$ cat src/rtl/pipe_skid_reg.sv
// pipe_skid_reg: two-entry skid buffer; s_ready comes only from registered state
module pipe_skid_reg #(
  parameter int WIDTH = 18
) (
  input  logic             clk,
  input  logic             rst,
  input  logic             s_valid,
  output logic             s_ready,
  input  logic [WIDTH-1:0] s_data,
  output logic             m_valid,
  input  logic             m_ready,
  output logic [WIDTH-1:0] m_data,
  output logic [1:0]       count
);
  typedef enum logic [1:0] {EMPTY = 2'd0, ONE = 2'd1, FULL = 2'd2} state_t;
  state_t st, st_nxt;
  logic [WIDTH-1:0] main_q, skid_q, main_nxt, skid_nxt;
  logic up, dn;
  assign s_ready = st != FULL;
  assign m_valid = st != EMPTY;
  assign m_data  = main_q;
  assign count   = st;
  assign up      = s_valid && s_ready;
  assign dn      = m_valid && m_ready;
  always_ff @(posedge clk or posedge rst)
    if (rst) begin
      st     <= EMPTY;
      main_q <= '0;
      skid_q <= '0;
    end else begin
      st     <= st_nxt;
      main_q <= main_nxt;
      skid_q <= skid_nxt;
    end
  always_comb begin
    st_nxt   = st;
    main_nxt = main_q;
    skid_nxt = skid_q;
    case (st)
      EMPTY: if (up) begin
        st_nxt   = ONE;
        main_nxt = s_data;
      end
      ONE: begin
        st_nxt   = up && !dn ? FULL : !up && dn ? EMPTY : ONE;
        main_nxt = up && dn ? s_data : main_q;
        skid_nxt = up && !dn ? s_data : skid_q;
      end
      FULL: if (dn) begin
        st_nxt   = ONE;
        main_nxt = skid_q;
      end
      default: st_nxt = EMPTY;
    endcase
  end
endmodule

$ cat config.mk
export PLATFORM = sky130hd
export DESIGN_NAME = pipe_skid_reg
export DESIGN_NICKNAME = d
export VERILOG_FILES = /design/src/rtl/pipe_skid_reg.sv
export SDC_FILE = /design/constraint.sdc
export NUM_CORES = 1
export LEC_CHECK = 0
export ABC_AREA = 1
export BUFFER_PORTS_ARGS = -buffer_cell sky130_fd_sc_hd__buf_4
export CORE_MARGIN = 5
export CORE_UTILIZATION = 52
export DETAILED_ROUTE_END_ITERATION = 8
export GPL_ROUTABILITY_DRIVEN = 0
export PLACE_DENSITY = 0.86
export SYNTH_ARGS = -nofsm -noshare
export SYNTH_HDL_FRONTEND = slang
export SYNTH_SLANG_ARGS = --single-unit
$ cat constraint.sdc
create_clock -name clk -period 2.01 [get_ports clk]
set_input_delay 0.1005 -clock clk [delete_from_list [all_inputs] [get_ports clk]]
set_output_delay 0.1005 -clock clk [all_outputs]
set_load 0.1 [all_outputs]
== After elaboration in Yosys (flattened, before gate mapping) ==
Index checks and enable logic that the tools add are counted.
Storage, ports and cells
  bits in registers: 38
  latch bits: 0
  memory bits (writable): 0
  memory bits (read-only): 0
  input bits: 22
  output and inout port bits: 22
  word-level logic and storage cells: 31
  memories: 0
Operators by class
  add/sub/neg operators: 0
  $mul: 0
  divide/modulo/power cells: 0
  magnitude comparators: 0
  equal/unequal tests: 6
  shift-type cells: 0
  multiplexer cells: 9
  bitwise logic cells: 0
  reduce and logical (&&, ||, !) cells: 13
Operators with widths (number)
  $mux W18: 3
  $pmux W18 S3: 1
  $ne A2 B2 Y1 const B: 4
  $mux W2: 3
  $pmux W2 S3: 1
  $logic_and A1 B1 Y1: 5
  $reduce_and A2 Y1: 2
  $reduce_and A4 Y1: 1
  $reduce_bool A3 Y1: 1
  $eq A2 B1 Y1 const B: 1
  $eq A2 B2 Y1 const B: 1
  $logic_not A1 Y1: 2
  $logic_not A2 Y1: 1
  $reduce_bool A2 Y1: 1
  $mux W1: 1

== Logic depth before layout (Yosys ltp) ==
  depth after elaboration: 7
  mapped depth: 11
  mapped depth without buffers: 10

== Least setup slack after synthesis ==
No wires, ideal clock.
  kind: reg-to-reg
  start point: register st[0], in the netlist count[0]
  end point: register main_q[10], in the netlist m_data[10]
  library setup time: 120 ps
  data arrival time: 2144 ps
  required time: 1890 ps
  setup slack: -254 ps
  cell stages (with the launch flop): 12
  path buffers: 1
  period minus slack after synthesis: 2264 ps
  cell sequence: dfrtp_1 inv_2 nand2_2 nand2_2 inv_1 ha_1 nand2_1 nand2_2 nand3_4 buf_6 nand2_1 nand2_1
On the way
  cells in the longest elaborated chain, start to end: 5
  elaborated cells between the ends (all ways): 14
  classes of those cells: eq/ne: 6; mux: 1; reduce/logical: 7
Ends and longest elaborated chain
  start, declared: RTL line 16  | state_t st, st_nxt;
  start signal, assigned: RTL line 31  | st <= st_nxt;
  $ne A2 B2 Y1 or $reduce_bool A2 Y1 (tied branches): RTL line 19, 20
  $logic_and A1 B1 Y1 (on tied branches): RTL line 23, 24
  $logic_and A1 B1 Y1: RTL line 46  | main_nxt = up && dn ? s_data : main_q;
  $ne A2 B2 Y1 (no line)
  $reduce_and A4 Y1 (no line)
  end signal, assigned: RTL line 32  | main_q <= main_nxt;
  end, declared: RTL line 17  | logic [WIDTH-1:0] main_q, skid_q, main_nxt, skid_nxt;
Parallel ways exist; a longest one is shown, timed or not.
A chain may end at the register's enable or synchronous reset.

== Worst setup path after layout ==
  start point: register st[0], in the netlist count[0]
  end point: register skid_q[10]
On the way
  cells in the longest elaborated chain, start to end: 5
  elaborated cells between the ends (all ways): 8
  classes of those cells: eq/ne: 2; reduce/logical: 6
Ends and longest elaborated chain
  $reduce_bool A2 Y1: RTL line 20  | assign m_valid = st != EMPTY;
  $logic_and A1 B1 Y1: RTL line 24  | assign dn = m_valid && m_ready;
  $logic_not A1 Y1: RTL line 47  | skid_nxt = up && !dn ? s_data : skid_q;
  $logic_and A1 B1 Y1: RTL line 47
  $reduce_and A2 Y1 (no line) *
  end signal, assigned: RTL line 33  | skid_q <= skid_nxt;
  end, declared: RTL line 17
Mark *: on every way between the ends. The rest lies on a longest branch, timed or not.

==> reports/results.ini <==
[run_status]
status = complete, no violations

[cts]
clk-insertion-delay-late_ns = 0.28
root_buf_cell = clkbuf_8
cts.repair.resized = 0
num_cts_buffers = 5
tritoncts = built
cts-hold-fix-buffers = 1
ctsLongestPathBuffers = 2
clock-sinks = 38
path_clk_slew_ns = 0.07
htree_num_levels = 2
post_cts_buffers = 0

[finish]
n_antenna_cell = 0
finish.cell_count_without_fillers = 331
fraction_of_layout_instances_using_a_drive_strength_above_1_pct = 26.15
final_stage_net_count = 306
syn_to_final_growth_pct = 21.84
filler_cell_count = 305
stdcell_area_um2 = 2325

[detailed_routing]
iteration_count_of_the_initial_detailed_routing_pass = 4
drc = 0
wl_met1_mm = 1.796
drt-vias-per-instance = 5.006
final_antenna_net_count = 0
drtIter0Drc = 162
routed-wl-met2_mm = 2.027
post_drt_wl_per_cell_um = 12.50
routed_wirelength_mm = 4.137
route.top_layer_used = met4
met3_length_um = 245
vias = 1657

[sta]
setup_viol_count_final = 0
finalClockSkew_ns = 0.004493
rsz_0062_raised_after_global_routing = no
finalMaxSlewViolations = 0
achievable-frequency_ghz = 0.5851
tightest_slew_ns = 0.4700
whs_ns = 0.07639
finalHoldViolations = 0
setup_tns_ns = 0
finalCritPeriodShare_pct = 85.03
slew_headroom_pct = 68.66
min_period_ns = 1.709

[floorplanning]
fp.dieW_um = 70.58
initial_utilization_pct = 52.91
placementRows = 22
die-height_um = 70.58
io-pin-count = 44
placeableCoreArea_um2 = 3606
design.die.area_um2 = 4981

[global_route]
maximum_number_of_pins_on_one_net_before_global_route_repair = 39
grt_overflow = 0
number_of_antenna_violations_at_the_first_check_in_global_routing = 0
grt_pass1_vias = 1589
grt.total_usage_pct = 17.55
grt_first_pass_wirelength_mm = 7.086

[yosys]
synth_area_per_cell_um2 = 8.051
yosys_warnings = 0
synth.net_count = 261
synth_async_sr_flop_share_pct = 100.0
synth.yosys.seq_area_share_pct = 49.84
synth_edf_count = 0
dominantRegCellSynth = dfrtp_1
mappedNetlistArea_um2 = 1908
synthesis.instances = 237
synth-seq-cells = 38
synthDistinctLibCells = 20

[worst_setup_path]
critical-path-slowest-cell = dfrtp_2
cp_data_required_time_ns = 2.20
cp_top_family = flip-flops
cp_max_fo = 30
critPathMaxStageDelay_ns = 0.46
critical-path-top-cell-by-count = nand2_2
cp-end-kind = register
critical_path.startpoint_type = register
worst-endpoint-arrival_ns = 1.90
criticalPathCategory = reg -> reg
worstPathCellList = inv_2 -> nand2_2 -> nand2_2 -> inv_1 -> ha_1 -> nand3_2 -> buf_4 -> nand2_1 -> o21ai_0
cp.buffers_inverters = 3

[flow_run]
cap_viol_max_count = 0

[placement]
post_dp_cell_area_um2 = 2235
place_hpwl_mm = 2.960
buffer_ports.inserted = 43
placed_cell_count = 322

[hold_path]
hold_path_class = in -> reg

[layout by cell type (no fill, tap or decap), types with 3 or more instances in the layout]
master / netlist / routed
nand3_1: 37 / 37
nand2_2: 12 / 12
o21ai_1: 9 / 9
clkbuf_8: 0 / 5
inv_1: 24 / 24
nand2_1: 84 / 84
buf_4: 2 / 49
clkbuf_1: 1 / 3
o21ai_0: 9 / 9
dfrtp_1: 38 / 36
[per-layer routing]
layer,vias up,track usage (%)
met5,-,0
met3,7,2.699
met4,0,6.681
met1,772,23.23
met2,45,29.21
li1,833,-
[path summary, 6_finish.rpt]
check | start | to | slack, ns | cells after the start
worst max-delay path | count[0] | skid_q[10] | 0.30 | 9
worst min-delay path | s_data[0] | skid_q[0] | 0.08 | 3
worst max register to register | count[0] | skid_q[10] | 0.30 | 9
worst min register to register | m_data[3] | m_data[3] | 0.48 | 2
max in group asynchronous | rst | count[1] | 1.17 | 4
min in group asynchronous | rst | m_data[5] | 0.49 | 4
[final cells by class]
| class | count | area [µm²] | share of cell area, % |
|---|---|---|---|
| flip-flops and latches | 38 | 953.4 | 41.01 |
| multi-input cells | 161 | 755.7 | 32.51 |
| repair buffers | 50 | 377.9 | 16.25 |
| inverters | 26 | 97.59 | 4.198 |
| clock buffers | 8 | 80.08 | 3.445 |
| well taps | 48 | 60.06 | 2.583 |
[metrics by stage]
stage | utilization (%) | worst slack, ns
2_1_floorplan | - | 0.09865
3_3_place_gp | 61.97 | 0.3941
3_5_place_dp | 61.97 | 0.3400
4_1_cts | 64.47 | 0.2856
5_1_grt | 64.47 | 0.1420
6_report | 64.47 | 0.3010
[worst min-delay path: cells and delay by family]
kind	cells	cell delay, ns
buffers and inverters	2	0.16
AOI/OAI and AO/OA	1	0.06
[sequential cells by signal, indices dropped and copies added, names as in the netlist]
name	flops
m_data	18
skid_q	18
count	2
[cells by family (layout without fill, tap and decap cells)]
group	Yosys count	count (layout)	synth area share (%)
compound gates	21	21	5.705
buf+inv	38	84	10.56
simple gates	138	138	32.59
fa+ha+maj	2	2	1.311
flops	38	38	49.84
[synth_stat cells (2+ instances only)]
master | number | area (µm²)
inv_1 | 24 | 90.09
inv_2 | 2 | 7.510
buf_6 | 4 | 45.04
nand3_1 | 37 | 185.2
buf_2 | 4 | 20.02
dfrtp_1 | 38 | 950.9
nand2_1 | 84 | 315.3
ha_1 | 2 | 25.02
nor2_1 | 2 | 7.510
buf_4 | 2 | 15.01
o21ai_1 | 9 | 45.04
o21ai_0 | 9 | 45.04
a21oi_1 | 2 | 10.01
nand2_2 | 12 | 75.07
Power is left out: the tool's default activity adds up to more than one toggle a clock period on the data nets, which glitch-free logic cannot reach.
